### src/rtl/lcd_pkg.sv
// Shared definitions for the LCD command path: command codes, the sequencer
// state encoding and a legality check on incoming codes.
package lcd_pkg;

    localparam int CMD_W = 4;

    typedef enum logic [CMD_W-1:0] {
        CMD_WRITE       = 4'd0,
        CMD_BRIGHT_UP   = 4'd1,
        CMD_BRIGHT_DN   = 4'd2,
        CMD_CONTRAST_UP = 4'd3,
        CMD_CONTRAST_DN = 4'd4,
        CMD_INVERT      = 4'd5,
        CMD_GRAY        = 4'd6,
        CMD_ROT_L       = 4'd7,
        CMD_ROT_R       = 4'd8,
        CMD_ZOOM_IN     = 4'd9,
        CMD_MIRROR_X    = 4'd10,
        CMD_MIRROR_Y    = 4'd11
    } lcd_cmd_t;

    localparam logic [CMD_W-1:0] CMD_LAST = 4'd11;

    typedef enum logic [2:0] {
        ST_IDLE,
        ST_ISSUE,
        ST_ACK,
        ST_EXEC,
        ST_FLUSH,
        ST_FIN
    } seq_state_t;

    function automatic logic cmd_is_legal(input logic [CMD_W-1:0] code);
        return code <= CMD_LAST;
    endfunction

endpackage

### src/rtl/lcd_cmd_fifo.sv
// Synchronous circular-buffer FIFO; the extra pointer bit distinguishes
// full from empty when the index bits match.
module lcd_cmd_fifo
    import lcd_pkg::*;
#(
    parameter int DEPTH  = 8,
    parameter int DATA_W = CMD_W
) (
    input  logic              clk,
    input  logic              reset,
    input  logic              push,
    input  logic [DATA_W-1:0] push_data,
    input  logic              pop,
    output logic              full,
    output logic              empty,
    output logic [DATA_W-1:0] head
);

    localparam int AW = $clog2(DEPTH);

    logic [AW:0]       wr_ptr;
    logic [AW:0]       rd_ptr;
    logic [DATA_W-1:0] mem [DEPTH];

    assign empty = (wr_ptr == rd_ptr);
    assign full  = (wr_ptr[AW] != rd_ptr[AW]) && (wr_ptr[AW-1:0] == rd_ptr[AW-1:0]);
    assign head  = mem[rd_ptr[AW-1:0]];

    always_ff @(posedge clk) begin
        if (reset) begin
            wr_ptr <= '0;
            rd_ptr <= '0;
        end else begin
            if (push && !full)
                wr_ptr <= wr_ptr + (AW+1)'(1);
            if (pop && !empty)
                rd_ptr <= rd_ptr + (AW+1)'(1);
        end
    end

    // Storage carries no reset; the pointers alone define what is valid.
    always_ff @(posedge clk) begin
        if (push && !full)
            mem[wr_ptr[AW-1:0]] <= push_data;
    end

endmodule

### src/rtl/lcd_cmd_seq.sv
// Command sequencer: queues host commands and issues them to the LCD
// controller one at a time, tracking each through the controller's busy pulse.
module lcd_cmd_seq
    import lcd_pkg::*;
#(
    parameter int DEPTH   = 8,
    parameter int TIMEOUT = 4
) (
    input  logic             clk,
    input  logic             reset,
    input  logic [CMD_W-1:0] host_cmd,
    input  logic             host_valid,
    output logic             host_ready,
    input  logic             busy,
    input  logic             done,
    output logic [CMD_W-1:0] cmd,
    output logic             cmd_valid,
    output logic             seq_done,
    output logic             err_illegal,
    output logic             err_timeout,
    output logic [7:0]       issued_cnt
);

    localparam int TW = $clog2(TIMEOUT + 1);
    localparam logic [TW-1:0] ACK_LAST = TW'(TIMEOUT - 1);

    seq_state_t       state;
    logic [TW-1:0]    ack_cnt;
    logic             wr_seen;
    logic             push_fire;
    logic             fifo_push;
    logic             fifo_pop;
    logic             fifo_full;
    logic             fifo_empty;
    logic [CMD_W-1:0] fifo_head;

    assign host_ready = !fifo_full && !wr_seen && !seq_done;
    assign push_fire  = host_valid && host_ready;
    // Illegal codes complete the handshake but never reach the queue.
    assign fifo_push  = push_fire && cmd_is_legal(host_cmd);
    assign fifo_pop   = (state == ST_ISSUE);

    lcd_cmd_fifo #(
        .DEPTH  (DEPTH),
        .DATA_W (CMD_W)
    ) u_fifo (
        .clk       (clk),
        .reset     (reset),
        .push      (fifo_push),
        .push_data (host_cmd),
        .pop       (fifo_pop),
        .full      (fifo_full),
        .empty     (fifo_empty),
        .head      (fifo_head)
    );

    always_ff @(posedge clk) begin
        if (reset) begin
            wr_seen     <= 1'b0;
            err_illegal <= 1'b0;
        end else if (push_fire) begin
            if (!cmd_is_legal(host_cmd))
                err_illegal <= 1'b1;
            if (host_cmd == CMD_WRITE)
                wr_seen <= 1'b1;
        end
    end

    always_ff @(posedge clk) begin
        if (reset) begin
            state       <= ST_IDLE;
            cmd         <= '0;
            cmd_valid   <= 1'b0;
            seq_done    <= 1'b0;
            err_timeout <= 1'b0;
            issued_cnt  <= '0;
            ack_cnt     <= '0;
        end else begin
            cmd_valid <= 1'b0;
            case (state)
                ST_IDLE: begin
                    // Outputs are loaded on entry so the strobe coincides with ISSUE.
                    if (!fifo_empty && !busy) begin
                        state     <= ST_ISSUE;
                        cmd       <= fifo_head;
                        cmd_valid <= 1'b1;
                    end
                end
                ST_ISSUE: begin
                    if (issued_cnt != 8'hFF)
                        issued_cnt <= issued_cnt + 8'd1;
                    ack_cnt <= '0;
                    state   <= (cmd == CMD_WRITE) ? ST_FLUSH : ST_ACK;
                end
                ST_ACK: begin
                    if (busy) begin
                        state <= ST_EXEC;
                    end else if (ack_cnt == ACK_LAST) begin
                        err_timeout <= 1'b1;
                        state       <= ST_IDLE;
                    end else begin
                        ack_cnt <= ack_cnt + TW'(1);
                    end
                end
                ST_EXEC: begin
                    if (!busy)
                        state <= ST_IDLE;
                end
                ST_FLUSH: begin
                    if (done) begin
                        seq_done <= 1'b1;
                        state    <= ST_FIN;
                    end
                end
                ST_FIN: begin
                    state <= ST_FIN;
                end
                default: state <= ST_IDLE;
            endcase
        end
    end

endmodule
### config.mk
export PLATFORM = sky130hd
export DESIGN_NAME = lcd_cmd_seq
export DESIGN_NICKNAME = d
export VERILOG_FILES = /design/src/rtl/lcd_pkg.sv /design/src/rtl/lcd_cmd_fifo.sv /design/src/rtl/lcd_cmd_seq.sv
export SDC_FILE = /design/constraint.sdc
export NUM_CORES = 1
export LEC_CHECK = 0
export BUFFER_PORTS_ARGS = -buffer_cell sky130_fd_sc_hd__buf_2
export CORE_AREA = 5 5 104 86
export CTS_CLUSTER_DIAMETER = 50
export DETAILED_ROUTE_END_ITERATION = 16
export DIE_AREA = 0 0 109 91
export HOLD_SLACK_MARGIN = 0.08
export PLACE_DENSITY = 0.64
export REMOVE_ABC_BUFFERS = 1
export SLEW_MARGIN = 10
export SYNTH_ARGS = -nofsm -noshare
export SYNTH_HDL_FRONTEND = slang
export SYNTH_HIERARCHICAL = 1
export SYNTH_SLANG_ARGS = --single-unit
export TNS_END_PERCENT = 5
### constraint.sdc
create_clock -name clk -period 2.64 [get_ports clk]
set_clock_uncertainty 0.1 [all_clocks]
set_input_delay 0.528 -clock clk [delete_from_list [all_inputs] [get_ports clk]]
set_output_delay 0.528 -clock clk [all_outputs]
set_load 0.1 [all_outputs]
### Word level (Yosys, flattened, before mapping)

Memory sizes are Yosys's and may differ from the RTL's. A register that Yosys moved wholly into a read port is not among the register bits.
Cells that the tools add are included.

* memories kept: 1
* RAM bits: 32
* output and inout port bits: 17
* input bits: 9
* register bits: 27

* bitwise operators: 3
* magnitude comparators: 1
* multiplexer cells: 13
* equal/unequal tests: 16
* reduce and logical (&&, ||, !) cells: 26
* add/subtract/negate cells: 4

Memory list
* u_fifo.mem: words 8, width 4, read ports 1, clocked after memory_dff 1, wr ports 1, RTL line lcd_cmd_fifo.sv:23 `logic [DATA_W-1:0] mem [DEPTH];`

Operators with widths (number)
* $mux W3: 8
* $pmux W3 S6: 1
* $ne A2 B2 Y1 const B: 5
* $reduce_and A2 Y1: 5
* $eq A3 B2 Y1 const B: 3
* $add A4 B1 Y4 const B: 2
* $add A8 B1 Y8 const B: 1
* $logic_and A1 B1 Y1: 8
* $logic_not A4 Y1: 2
* $ne A8 B8 Y1 const B: 1
* $eq A3 B3 Y1 const B: 2
* $pmux W3 S2: 1
* $reduce_and A3 Y1: 2
* $logic_not A1 Y1: 5
* $eq A4 B4 Y1: 1
* $le A4 B4 Y1 const B: 1
* $reduce_and A4 Y1: 1
* $add A3 B1 Y3 const B: 1
* $eq A3 B1 Y1 const B: 1
* $eq A3 B3 Y1: 1
* $logic_not A3 Y1: 1
* $mux W1: 3
* $ne A3 B3 Y1 const B: 1
* $not A1 Y1: 3
* other kinds (3): 3

### Depth between registers and ports, before layout

* depth after elaboration: 10
* depth in mapped cells: 9
* mapped depth without buffers: 8

### Cells and area by module

Netlist, hierarchy kept.

By module, submodules not included
* lcd_cmd_fifo: area an instance 1961.9 um^2, times used 1, cells each 131
* lcd_cmd_seq: area an instance 1142.3 um^2, times used 1, cells each 125

### Least setup slack after synthesis

OpenSTA, ideal clock, no wires.

* path kind: register to register
* start point: register seq_done
* end point: memory u_fifo/mem[4][0] (netlist bit) (enable)
* cell stages (with the launch flop): 7
* library setup time: 367 ps
* period minus slack after synthesis: 4728 ps
* buffers on the path: 0
* data required time: 2173 ps
* path slack: -2088 ps
* arrival time: 4261 ps
* cell sequence: dfxtp_1 -> nor3_1 -> nand2_1 -> a21oi_1 -> inv_1 -> or3_1 -> nor3b_1

* longest elaborated chain between the ends: 7

RTL lines
* from (decl): RTL line lcd_cmd_seq.sv:18 `output logic seq_done,`
* from (signal assigned): RTL line lcd_cmd_seq.sv:74 `seq_done <= 1'b0;`
* from (signal assigned): RTL line lcd_cmd_seq.sv:111 `seq_done <= 1'b1;`
* $logic_not A1 Y1: RTL line lcd_cmd_seq.sv:37 `assign host_ready = !fifo_full && !wr_seen && !seq_done;`
* $logic_and A1 B1 Y1: RTL line lcd_cmd_seq.sv:37
* named net host_ready: RTL line lcd_cmd_seq.sv:13 `output logic host_ready,`
* $logic_and A1 B1 Y1: RTL line lcd_cmd_seq.sv:38 `assign push_fire = host_valid && host_ready;`
* $logic_and A1 B1 Y1: RTL line lcd_cmd_seq.sv:40 `assign fifo_push = push_fire && cmd_is_legal(host_cmd);`
* named net fifo_push: RTL line lcd_cmd_seq.sv:31 `logic fifo_push;`
* $logic_and A1 B1 Y1: RTL line lcd_cmd_fifo.sv:43 `if (push && !full)`
* $mux W1: RTL line lcd_cmd_fifo.sv:43
* $mux W1 (not written as such): RTL line lcd_cmd_fifo.sv:44 `mem[wr_ptr[AW-1:0]] <= push_data;`
* to (decl): RTL line lcd_cmd_fifo.sv:23

The timed path passes the listed nets, and every way through them passes these cells.

### Final worst setup path

* start point: register u_fifo.rd_ptr[2]
* end point: output host_ready

* longest elaborated chain between the ends: 5

RTL lines
* from (decl): RTL line lcd_cmd_fifo.sv:22 `logic [AW:0] rd_ptr;`
* from (signal assigned): RTL line lcd_cmd_fifo.sv:37 `rd_ptr <= rd_ptr + (AW+1)'(1);`
* $eq A3 B3 Y1: RTL line lcd_cmd_fifo.sv:26 `assign full = (wr_ptr[AW] != rd_ptr[AW]) && (wr_ptr[AW-1:0] == rd_ptr[AW-1:0]);`
* $logic_and A1 B1 Y1: RTL line lcd_cmd_fifo.sv:26
* named net fifo_full: RTL line lcd_cmd_seq.sv:33 `logic fifo_full;`
* $logic_not A1 Y1: RTL line lcd_cmd_seq.sv:37
* $logic_and A1 B1 Y1 (2 in series): RTL line lcd_cmd_seq.sv:37
* to (decl): RTL line lcd_cmd_seq.sv:13

The timed path passes the listed nets, and every way through them passes these cells.

==> results.toml <==
[timing]
period_share_pct = 94.0
hold_slack_ps = 366
finalCriticalPeriod_ps = 2480
tightest_slew_ps = 667
setup_viol = 0
fmax_ghz = 0.403
slew_headroom_pct = 55.5
slew_violations = 0
hold_viol_final = 0
layout_setup_ws_ps = 159

[clock_network]
cts.sinks = 66
clock_latency_ps = 350
cts_tree = "built"
clkSlewWorstSetupHoldPaths_ps = 70
cts_max_path_buffers = 2
cts-root-buf = "clkbuf_8"
cts_made_buffers = 9
cts_htree_levels = 3
ctsHoldBuffers = 0

[run_status]
status = "complete, no violations"

[synthesis]
async_flop_share_pct = 0
synthFlopType = "dfxtp_1"
synth_seq_cells = 66
syn_area_per_cell_sq_um = 12.1
synth_cell_type_count = 52
ys_seq_area_share_pct = 52.9
synthCells = 256
synthesis.area_sq_um = 3100
yosysWarningCount = 6
synth_edf_count = 32

[drt]
antenna_left = 0
viasPerCell = 5.30
drt_pass1_iterations = 4
totalWireLength_microns = 6430
drt_iter0_drc = 132
drc = 0
drt-wirelength-per-cell_microns = 15.7
via_count = 2173

[critical_path]
path_class = "flop to primary output"
critPathLaunchType = "flop"
arrival_ps = 1850
critical_path_peak_fanout = 5
crit_start = "u_fifo/rd_ptr[2]"
end_kind = "primary output"
r2r-start = "u_fifo/rd_ptr[2]"
cp.required_ps = 2010

[global_route]
grtUsageMet1_pct = 19.6
grt_pass1_vias = 2057
grt_pass1_wl_microns = 10500
grtUsageMet3_pct = 4.18
grt_usage_pct = 13.9
busiest_layer = "met1"
grt_max_degree = 40
antenna_found_initial = 0
gr-total-overflow = 0
use_met2_pct = 19.4

[finish]
nNetsFinal = 311
drive_above_1_share_pct = 30.1
syn2layout_area_growth_pct = 17.3
n_antenna_cell = 0
instances_no_fill = 410

[floorplanning]
fp.dieW_microns = 109
ioPinCount = 26
initial_core_util_pct = 39.8
rows = 29
die_h_microns = 91
design.core.area_sq_um = 7800
die_area_sq_um = 9920

[placed_design]
hpwl_microns = 4560
port-buffer-count = 25
preCtsSetupSlack_ps = 45.8
place_inst = 393
place.gp.congestion = 0.800

[job]
cap_violations = 0

[pwr]
power_density_nw_per_um2 = 698
vdd_ir_drop_max_mv = 0.271
leakage_nw = 1.37

[worst_hold_path]
min-delay-start = "host_valid"
hp-class = "input pin to flop"
-- area by class of cell --
cell class / instances / area [sq um]
Clock inverter: 7 / 68.8
Multi-Input combinational cell: 169 / 1370
Clock buffer: 9 / 124
Tap cell: 108 / 135
Inverter: 6 / 23.8
Timing Repair Buffer: 45 / 278
Sequential cell: 66 / 1640
Fill cell: 696 / 4160
-- worst paths after layout --
kind | endpoint | slack, ps | depth (start not counted)
setup / recovery | host_ready | 160 | 5
hold / removal | wr_seen | 370 | 3
setup reg to reg | u_fifo/mem[5][2] | 210 | 9
hold reg to reg | cmd[0] | 390 | 2
-- state kept, by name, indices dropped and copies added (netlist names), named ones only --
| signal | cells |
|---|---|
| err_illegal | 1 |
| state | 3 |
| issued_cnt | 8 |
| u_fifo/mem | 32 |
| u_fifo/rd_ptr | 4 |
| err_timeout | 1 |
| u_fifo/wr_ptr | 4 |
| seq_done | 1 |
| cmd_valid | 1 |
| ack_cnt | 3 |
| wr_seen | 1 |
| cmd | 4 |
-- stage by stage --
| step | utilization, % | power [mW] | area (sq um) | TNS, ps |
|---|---|---|---|---|
| CTS | 46.4 | 2.56 | 3620 | 0 |
| detailed placement | 43.8 | 1.72 | 3420 | 0 |
| finish | 46.7 | 2.54 | 3640 | 0 |
| global route | 46.7 | 2.65 | 3640 | -2.79 |
| floorplan | - | 1.57 | 3020 | -70560 |
| global placement | 43.8 | 1.71 | 3420 | 0 |
-- synth_stat cells (all sizes together) (2+ instances only) --
cell,number,area share [%]
a211oi,3,0.73
a21oi,7,1.1
a311oi,4,1.1
a31oi,4,0.81
a41oi,7,2.2
and2,2,0.40
and3,4,0.81
and4,2,0.56
buf,10,2.2
clkbuf,5,0.60
dfxtp,34,22
edfxtp,32,31
ha,5,2.0
inv,5,0.60
mux2,16,5.8
mux2i,5,1.6
mux4,8,5.8
nand2,6,0.73
nand2b,7,1.4
nand3,6,0.97
nand4,2,0.40
nor2,20,2.4
nor2b,13,2.6
nor3,8,1.3
nor3b,3,0.73
nor4,6,1.6
nor4b,3,0.85
o21ai,5,0.81
xnor2,4,1.1
xor2,4,1.1
-- timing repair --
action                     in CTS  in global routing
setup endpoints to repair       1                 26
pin swaps                       0                  1
buffers inserted                0                  1
gates cloned                    0                  0
gates resized for setup         2                  2
-- power by group --
part | leakage, nW | internal (mW) | switching (mW)
logic | 0.703 | 0.179 | 0.344
registers | 0.565 | 1.12 | 0.0553
clock network | 0.0970 | 0.434 | 0.408
total | 1.37 | 1.73 | 0.807
-- critical path, cell delays in order (launching register included) --
cell and delay (ps):
dfxtp_1 420, xor2_1 330, nor4_4 90, nor3_1 200
buf_4 170, buf_4 280
-- cells in the final DEF, fill, tap and decap left out, types with 2 or more instances in the layout --
cell | Yosys | layout
clkbuf_8 | 0 | 9
nand2b_1 | 7 | 7
mux2_1 | 4 | 4
nand4_1 | 2 | 2
nor2b_1 | 13 | 13
buf_2 | 7 | 24
nor3b_1 | 3 | 3
a21oi_1 | 7 | 7
mux2i_1 | 5 | 5
mux2_2 | 12 | 12
a31oi_1 | 4 | 4
ha_1 | 5 | 5
nor4b_1 | 3 | 3
xor2_1 | 4 | 3
nor3_1 | 8 | 8
inv_1 | 5 | 5
mux4_2 | 8 | 8
a211oi_1 | 3 | 3
nor4_1 | 4 | 4
nor2_1 | 20 | 20
o21ai_1 | 4 | 4
a311oi_1 | 4 | 4
and3_1 | 4 | 4
and4_1 | 2 | 2
dfxtp_1 | 34 | 33
edfxtp_1 | 32 | 32
nand2_1 | 6 | 6
clkinv_2 | 1 | 3
a41oi_1 | 6 | 6
nand3_1 | 6 | 6
xnor2_1 | 4 | 4
buf_4 | 0 | 21
-- logic make-up (layout without fill, tap and decap cells) --
logic type	after synthesis	after routing	share of synthesized area [%]
AO/OA/AOI/OAI	38	38	9.15
XOR/XNOR	8	8	2.26
adder cells (fa/ha/maj)	5	5	2.02
buffers and inverters	21	67	3.59
flip-flops	66	66	52.9
multiplexers	29	29	13.2
AND/OR/NAND/NOR	89	89	16.9
-- per-layer routing --
metal,wire (microns),vias to the layer above
met5,0,-
met4,92,0
met3,275,9
met2,2880,39
met1,3180,1067
li1,-,1058
No activity file was read; power rests on OpenSTA's default activity.
